<file path="src/rtl/mvm_input_sequencer.sv">
// -----------------------------------------------------------------------------
// mvm_input_sequencer
//
// Upstream feeder for a K x K matrix-vector multiplier (MVM). Operands from a
// valid/ready producer are buffered in an internal FIFO. A command replays them
// to the MVM as one frame. A reload frame carries K*K matrix words in row-major
// order followed by K vector words. A vector-only frame carries just the K
// vector words. Each burst is preceded by a one-cycle header pulse, and the
// frame ends with a one-cycle start pulse. The next command is held off until
// the MVM reports done. A frame launches only once every word it needs is
// already buffered, so the MVM always sees gap-free, one-word-per-cycle bursts.
//
// Ports
//   clk               in   1   clock, rising edge
//   reset             in   1   synchronous, active-high
//   s_valid           in   1   producer word valid
//   s_ready           out  1   FIFO has room (count < DEPTH)
//   s_data            in   B   operand word
//   cmd_valid         in   1   request one frame
//   cmd_reload        in   1   1: matrix + vector frame, 0: vector only
//   cmd_ready         out  1   sequencer idle; command accepted this cycle
//   mvm_start_matrix  out  1   pulse preceding the matrix burst
//   mvm_start_vector  out  1   pulse preceding the vector burst
//   mvm_start         out  1   pulse launching the compute
//   mvm_data          out  B   burst word to the MVM (0 outside bursts)
//   mvm_done          in   1   MVM results ready; ends the frame
//   busy              out  1   frame in progress
//   frame_count       out  16  frames completed since reset (wraps)
// -----------------------------------------------------------------------------
module mvm_input_sequencer #(
  parameter int K     = 4,
  parameter int B     = 8,
  parameter int DEPTH = K*K + K
) (
  input  logic         clk,
  input  logic         reset,
  input  logic         s_valid,
  output logic         s_ready,
  input  logic [B-1:0] s_data,
  input  logic         cmd_valid,
  input  logic         cmd_reload,
  output logic         cmd_ready,
  output logic         mvm_start_matrix,
  output logic         mvm_start_vector,
  output logic         mvm_start,
  output logic [B-1:0] mvm_data,
  input  logic         mvm_done,
  output logic         busy,
  output logic [15:0]  frame_count
);

  localparam int MAT_WORDS  = K*K;
  localparam int FULL_WORDS = K*K + K;
  localparam int AW = (DEPTH > 1) ? $clog2(DEPTH) : 1;
  localparam int CW = $clog2(DEPTH + 1);
  localparam int IW = (MAT_WORDS > 1) ? $clog2(MAT_WORDS) : 1;

  localparam logic [IW-1:0] MAT_LAST = IW'(MAT_WORDS - 1);
  localparam logic [IW-1:0] VEC_LAST = IW'(K - 1);

  typedef enum logic [2:0] {
    S_IDLE,
    S_WAIT_DATA,
    S_MHDR,
    S_MLOAD,
    S_VHDR,
    S_VLOAD,
    S_GO,
    S_WAIT_DONE
  } state_t;

  state_t        state;
  logic          reload_q;
  logic          matrix_loaded;
  logic [IW-1:0] idx;

  // ---------------------------------------------------------------------------
  // FIFO
  // ---------------------------------------------------------------------------
  logic [B-1:0]  mem [DEPTH];
  logic [AW-1:0] wr_ptr, rd_ptr;
  logic [CW-1:0] count;
  logic          push_en, pop_req, pop_en;
  logic [B-1:0]  head;

  function automatic logic [AW-1:0] ptr_next(input logic [AW-1:0] p);
    return (p == AW'(DEPTH - 1)) ? '0 : p + 1'b1;
  endfunction

  assign s_ready = (count < CW'(DEPTH));
  assign push_en = s_valid && s_ready;
  assign head    = mem[rd_ptr];

  // Pop on every edge that loads a burst word into mvm_data: the header cycle
  // fetches word 0, and each burst cycle except the last fetches the next one.
  always_comb begin
    // NOTE: assign a default before the case so no path leaves pop_req
    // unassigned, which would infer a latch.
    pop_req = 1'b0;
    case (state)
      S_MHDR:  pop_req = 1'b1;
      S_MLOAD: pop_req = (idx != MAT_LAST);
      S_VHDR:  pop_req = 1'b1;
      S_VLOAD: pop_req = (idx != VEC_LAST);
      default: pop_req = 1'b0;
    endcase
  end

  assign pop_en = pop_req && (count != '0);

  // NOTE: the storage array has no reset. Emptiness is tracked by the pointers
  // and count alone, and leaving the array unreset lets it map onto RAM.
  always_ff @(posedge clk) begin
    if (push_en) mem[wr_ptr] <= s_data;
  end

  // NOTE: all sequential state uses non-blocking assignments, so every
  // register samples its pre-edge values regardless of block ordering.
  always_ff @(posedge clk) begin
    if (reset) begin
      wr_ptr <= '0;
      rd_ptr <= '0;
      count  <= '0;
    end else begin
      if (push_en) wr_ptr <= ptr_next(wr_ptr);
      if (pop_en)  rd_ptr <= ptr_next(rd_ptr);
      case ({push_en, pop_en})
        2'b10:   count <= count + 1'b1;
        2'b01:   count <= count - 1'b1;
        default: count <= count;
      endcase
    end
  end

  // ---------------------------------------------------------------------------
  // Frame sequencer
  // ---------------------------------------------------------------------------
  logic [CW-1:0] words_needed;
  assign words_needed = reload_q ? CW'(FULL_WORDS) : CW'(K);

  assign cmd_ready = (state == S_IDLE);
  assign busy      = (state != S_IDLE);

  always_ff @(posedge clk) begin
    if (reset) begin
      state            <= S_IDLE;
      reload_q         <= 1'b0;
      matrix_loaded    <= 1'b0;
      idx              <= '0;
      mvm_start_matrix <= 1'b0;
      mvm_start_vector <= 1'b0;
      mvm_start        <= 1'b0;
      mvm_data         <= '0;
      frame_count      <= '0;
    end else begin
      // Pulses last one cycle, and data is zero unless a burst word is loaded.
      mvm_start_matrix <= 1'b0;
      mvm_start_vector <= 1'b0;
      mvm_start        <= 1'b0;
      mvm_data         <= '0;

      case (state)
        S_IDLE: begin
          if (cmd_valid) begin
            // A vector-only request cannot run before any matrix has been
            // loaded, so it is promoted to a full reload.
            reload_q <= cmd_reload | ~matrix_loaded;
            state    <= S_WAIT_DATA;
          end
        end

        S_WAIT_DATA: begin
          // Start only once the whole frame is buffered, so that no burst can
          // stall part-way through.
          if (count >= words_needed) begin
            if (reload_q) begin
              mvm_start_matrix <= 1'b1;
              state            <= S_MHDR;
            end else begin
              mvm_start_vector <= 1'b1;
              state            <= S_VHDR;
            end
          end
        end

        S_MHDR: begin
          idx      <= '0;
          mvm_data <= head;
          state    <= S_MLOAD;
        end

        S_MLOAD: begin
          if (idx == MAT_LAST) begin
            matrix_loaded    <= 1'b1;
            mvm_start_vector <= 1'b1;
            state            <= S_VHDR;
          end else begin
            idx      <= idx + 1'b1;
            mvm_data <= head;
          end
        end

        S_VHDR: begin
          idx      <= '0;
          mvm_data <= head;
          state    <= S_VLOAD;
        end

        S_VLOAD: begin
          if (idx == VEC_LAST) begin
            mvm_start <= 1'b1;
            state     <= S_GO;
          end else begin
            idx      <= idx + 1'b1;
            mvm_data <= head;
          end
        end

        S_GO: state <= S_WAIT_DONE;

        S_WAIT_DONE: begin
          if (mvm_done) begin
            frame_count <= frame_count + 1'b1;
            state       <= S_IDLE;
          end
        end

        default: state <= S_IDLE;
      endcase
    end
  end

endmodule
</file>
<file path="config.mk">
export PLATFORM = sky130hd
export DESIGN_NAME = mvm_input_sequencer
export DESIGN_NICKNAME = d
export VERILOG_FILES = /design/src/rtl/mvm_input_sequencer.sv
export SDC_FILE = /design/constraint.sdc
export NUM_CORES = 1
export LEC_CHECK = 0
export BUFFER_PORTS_ARGS = -buffer_cell sky130_fd_sc_hd__buf_4
export CORE_MARGIN = 5
export CORE_UTILIZATION = 40
export DETAILED_ROUTE_END_ITERATION = 12
export GPL_TIMING_DRIVEN = 0
export REMOVE_ABC_BUFFERS = 1
export SLEW_MARGIN = 30
export SYNTH_ARGS = -nofsm -noshare
export SYNTH_HDL_FRONTEND = slang
export SYNTH_SLANG_ARGS = --single-unit
</file>
<file path="constraint.sdc">
create_clock -name clk -period 4.3 [get_ports clk]
set_input_delay 0 -clock clk [delete_from_list [all_inputs] [get_ports clk]]
set_output_delay 0 -clock clk [all_outputs]
set_load 0.02 [all_outputs]
</file>
-- Yosys cells after proc, flatten, opt, wreduce, memory -nomap -nowiden
Memory sizes are Yosys's and may differ from the RTL's. A register that Yosys moved wholly into a read port is not among the register bits.
Index checks and enable logic that the tools add are counted.
- $add $sub $neg: 6
- magnitude comparators: 2
- eq/ne operators: 22
- mux-type cells: 28
- bitwise operators: 5
- reduce and logical (&&, ||, !) cells: 15
- operator list (kind ; count):
    $mux 5 ; 5
    $pmux 3 s8 ; 1
    $pmux 8 s3 ; 1
    $mux 3 ; 6
    $add 16x1->16 const B ; 1
    $mux 8 ; 2
    $add 5x1->5 const B ; 3
    $ne 2x2->1 const B ; 7
    $eq 3x3->1 const B ; 4
    $pmux 4 s3 ; 1
    $eq 5x5->1 const B ; 2
    $pmux 5 s2 ; 1
    $mux 4 ; 2
    $mux 1 ; 7
    $eq 3x2->1 const B ; 2
    $reduce_and 2->1 ; 3
    $reduce_bool 3->1 ; 2
    $ge 5x5->1 ; 1
    $lt 5x5->1 const B ; 1
    $reduce_and 5->1 ; 1
    $reduce_bool 5->1 ; 1
    $sub 5x1->5 const B ; 1
    $add 4x1->4 const B ; 1
    $eq 4x2->1 const B ; 1
    16 further kinds ; 21
- register bits after elaboration: 51
- bits in writable memories: 160
- bits of input ports: 14
- memories: 1
- memories (name ; words ; bits a word ; read ports ; clocked after memory_dff ; write ports ; line ; RTL):
    mem ; 20 ; 8 ; 1 ; 1 ; 1 ; 80 ; logic [B-1:0] mem [DEPTH];

-- Logic depth before layout (Yosys ltp)
- depth in word-level cells: 6
- gate-level depth with buffers: 13
- mapped depth without buffers: 12

-- Least setup slack after synthesis
Ideal clock, no wire load.
- path kind: reg-to-reg
- start point: register count[2]
- end point: register count[4]
- library setup time: 0.128 ns
- arrival time: 2.764 ns
- path slack: 1.408 ns
- stages on the path, launching flop included: 14
- buffers on the path: 2
- clock period less this slack: 2.892 ns
- cells stage by stage: dfxtp_1 -> clkbuf_1 -> o21ai_1 -> and2_1 -> buf_2 -> inv_1 -> ha_1 -> xor2_1 -> ha_1 -> a211o_1 -> a211o_1 -> a31oi_1 -> xnor2_1 -> nor2_1
- word-level cells in the longest chain between the ends: 4
- ends and longest elaborated chain (what ; line ; RTL):
    start, declared ; 82 ; logic [CW-1:0] count;
    start signal, assigned ; 128 ; 2'b10: count <= count + 1'b1;
    start signal, assigned ; 129 ; 2'b01: count <= count - 1'b1;
    start signal, assigned ; 130 ; default: count <= count;
    $lt 5x5->1 * ; 90 ; assign s_ready = (count < CW'(DEPTH));
    net s_ready ; 38 ; output logic s_ready,
    $logic_and 1x1->1 * ; 91 ; assign push_en = s_valid && s_ready;
    $eq 2x1->1 / $eq 2x2->1 (equally long branches) ; 127 ; case ({push_en, pop_en})
    $pmux 5 s2 / $reduce_bool 2->1 (equally long branches) ; -- ;
Mark *: on every way through the listed nets, which the timed path passes. The rest lies on a longest branch.
A chain may end at the register's enable or synchronous reset.

-- Final worst setup path
- start point: register state[1]
- end point: register count[4]
- word-level cells in the longest chain between the ends: 6
- ends and longest elaborated chain (what ; line ; RTL):
    start, declared ; 72 ; state_t state;
    start signal, assigned ; 146 ; state <= S_IDLE;
    start signal, assigned ; 168 ; state <= S_WAIT_DATA;
    start signal, assigned ; 178 ; state <= S_MHDR;
    $eq 3x3->1 / $eq 3x2->1 (equally long branches) ; 100 ; case (state)
    $reduce_or 2->1 (no line) ; -- ;
    $pmux 1 s3 * ; 100 ;
    $logic_and 1x1->1 * ; 109 ; assign pop_en = pop_req && (count != '0);
    $eq 2x1->1 / $eq 2x2->1 (equally long branches) ; 127 ;
    $pmux 5 s2 / $reduce_bool 2->1 (equally long branches) ; -- ;
Mark *: on every way between the ends. The rest lies on a longest branch, timed or not.

==> run metrics <==
fin crit share=73.60%; Worst Clk Skew=14.99 ps; latest clock arrival within the worst-skew pair=about 520 ps; gr ovfl total=0; post-route cell area=10430 sq um; Die W=160.2 um; Initial DRC Count=roughly 200; Reg2Reg Setup Slack=1140 ps; die span in y=160.2 um; Max Freq=~320 MHz; initial antenna violation count=0; final core area utilization=between 40% and 50%; kind of critical path=flop to flop; syn_area_per_cell=15.55 sq um; detailed placement HPWL=11.56 mm; drc violations=0; Max FO, Critical Path=13; Max Cap Violations=0; Worst Path Required=4680 ps; ys async rst share=0%; final setup vio count=0; CTS tree=done; CTS H-tree lvls=1; #FFs+latches synth=between 200 and 250; relative slew slack=around a third; Clock Root Buffer=clkbuf_16; placer congestion estimate=roughly 0.8; WP data arrival=3540 ps; FF+latch area=a little under 6000 sq um; TritonRoute pass-1 iters=4; most frequent cells in the layout=160 x edfxtp_1, 52 x nor2_1, 52 x dfxtp_1, 43 x buf_4, 33 x nand2_1; number of flops mapped to enable cells by yosys=160; Initial Util=40.21%; layout cells sized above 1=about a fifth; routed via count=around 4900; Mapped Area=roughly 9000 sq um; Placed Area=around 9500 sq um; vias per inst=~5.3; fin. max-slew vios=0; FP Rows=between 50 and 60; Core Box Area=~22000 sq um; io pins=44; Num CTS Buffers=24; post-CTS setup buffers=0; clock sinks=about 220; register area share after synthesis=65.69%; PD cells=roughly 430 nW/um^2; vias in the first global route=5233; CP Capture Type=flop; diode count=0; Die Footprint=25660 sq um; first-pass GRT wire length=28.29 mm; final WL=17.70 mm; Max rail drop VDD=0.2355 mV; Cell variety after synth=60; fillcell total=roughly 1900; pin count of the biggest net entering global routing=45; worst hold path class=primary input to flop; P&R area growth vs syn=15.59%; CP Launch Type=flop; Post-DRT Antenna Nets=0; Top FF cell, synth=edfxtp_1; final setup TNS=0 ps; Clk pin slew, worst setup/hold paths=60 ps; outcome=finished, final reports clean; commonest non-fill, non-tap cell in the layout=edfxtp_1; Port Buf Inserts=43; nets=658; Leak=3.455 nW; WL/cell=approximately 19 um; Cells after Synth=between 500 and 600; fin crit period=3165 ps; RSZ-0062 raised after global routing=false; Total Routing Usage GR=13.79%; area of the multi-input gates=2759 sq um; worst slew pin tran=1012 ps; final hold violation count=0; Ys Warns=0; Max Root-Sink Buffers=3
==> final timing paths <==
check	from	end	cells after the start
worst max register to register	state[1]	count[4]	10
worst max-delay path	state[1]	count[4]	10
worst min register to register	matrix_loaded	matrix_loaded	2
worst min-delay path	cmd_valid	state[0]	4
==> cells in the mapped netlist, types with 10 or more instances <==
master / instances / area share, %
dfxtp_1: 56 / 12
nand3_1: 11 / 0.61
edfxtp_1: 160 / 53
nand2b_1: 10 / 0.69
inv_1: 15 / 0.62
mux4_2: 23 / 5.7
nor2_1: 53 / 2.2
mux4_1: 17 / 5.0
ha_1: 12 / 1.7
nor3_1: 10 / 0.55
xnor2_1: 14 / 1.4
a21oi_1: 24 / 1.3
nor2b_1: 12 / 0.83
nand2_1: 33 / 1.4
==> sequential cells by signal, summed over array words and instances (netlist names), named ones only <==
signal and flops:
matrix_loaded 1, mvm_start_vector 1, reload_q 1, state 3
wr_ptr 5, count 5, idx 4, mvm_start 1
mvm_start_matrix 1, mvm_data 8, rd_ptr 5, mem 160
frame_count 16
==> power breakdown <==
part / leakage, nW / switching, mW / total, mW / internal, mW
Clock: 0.410 / 0.810 / 2.08 / 1.27
Combinational: 1.15 / 0.0754 / 0.128 / 0.0527
Sequential: 1.90 / 0.0122 / 2.26 / 2.25
==> logic make-up (layout without fill, tap and decap cells) <==
logic type,after synthesis,count (layout),share of synthesized area [%]
flip-flops,216,216,65.69
AND/OR/NAND/NOR,164,164,9.584
AO/OA/AOI/OAI,73,73,5.784
multiplexers,47,47,11.48
buffers and inverters,47,116,3.759
XOR/XNOR,21,21,2.039
adder cells (fa/ha/maj),12,12,1.664
==> final cells by class <==
type | count | share of cell area (%)
inverter | 15 | 0.5400
sequential | 216 | 56.90
tap | 285 | 3.420
clock inverter | 15 | 1.680
clock buffer | 28 | 6.204
multi-input combinational | 317 | 26.46
timing repair buffer | 58 | 4.800
==> stage by stage <==
stage	setup slack [ps]	total power [mW]	std cells	hold slack (ps)
6_report	1135	4.470	934	333.2
5_1_grt	940.6	4.624	934	367.5
4_1_cts	1153	4.517	934	318.9
3_5_place_dp	1165	2.430	878	228.5
3_3_place_gp	956.9	2.424	876	214.5
2_1_floorplan	1471	2.369	548	69.07
==> metal layers <==
layer / wire, um / share of wire, % / track usage, % / vias to the layer above
met5: 0 / 0 / 0 / -
met4: 367 / 2.1 / 3.833 / 0
met3: 575 / 3.2 / 2.271 / 30
met2: 9248 / 52 / 25.05 / 78
met1: 7513 / 42 / 17.03 / 2505
li1: - / - / - / 2334
==> repair_timing <==
action / CTS / global route
hold endpoints to repair: 195 / 0
hold buffers: 13 / 0
resized for setup: 0 / 0
==> worst max-delay path: stages (launching register included) <==
cell and delay, ps:
dfxtp_1 420, xnor2_1 760, nor3_4 160, ha_1 330, xor2_1 180, ha_1 230, a211o_1 280, a211o_1 310
a31oi_1 170, xnor2_1 140, nor2_1 50
No activity file was read; power rests on OpenSTA's default activity.
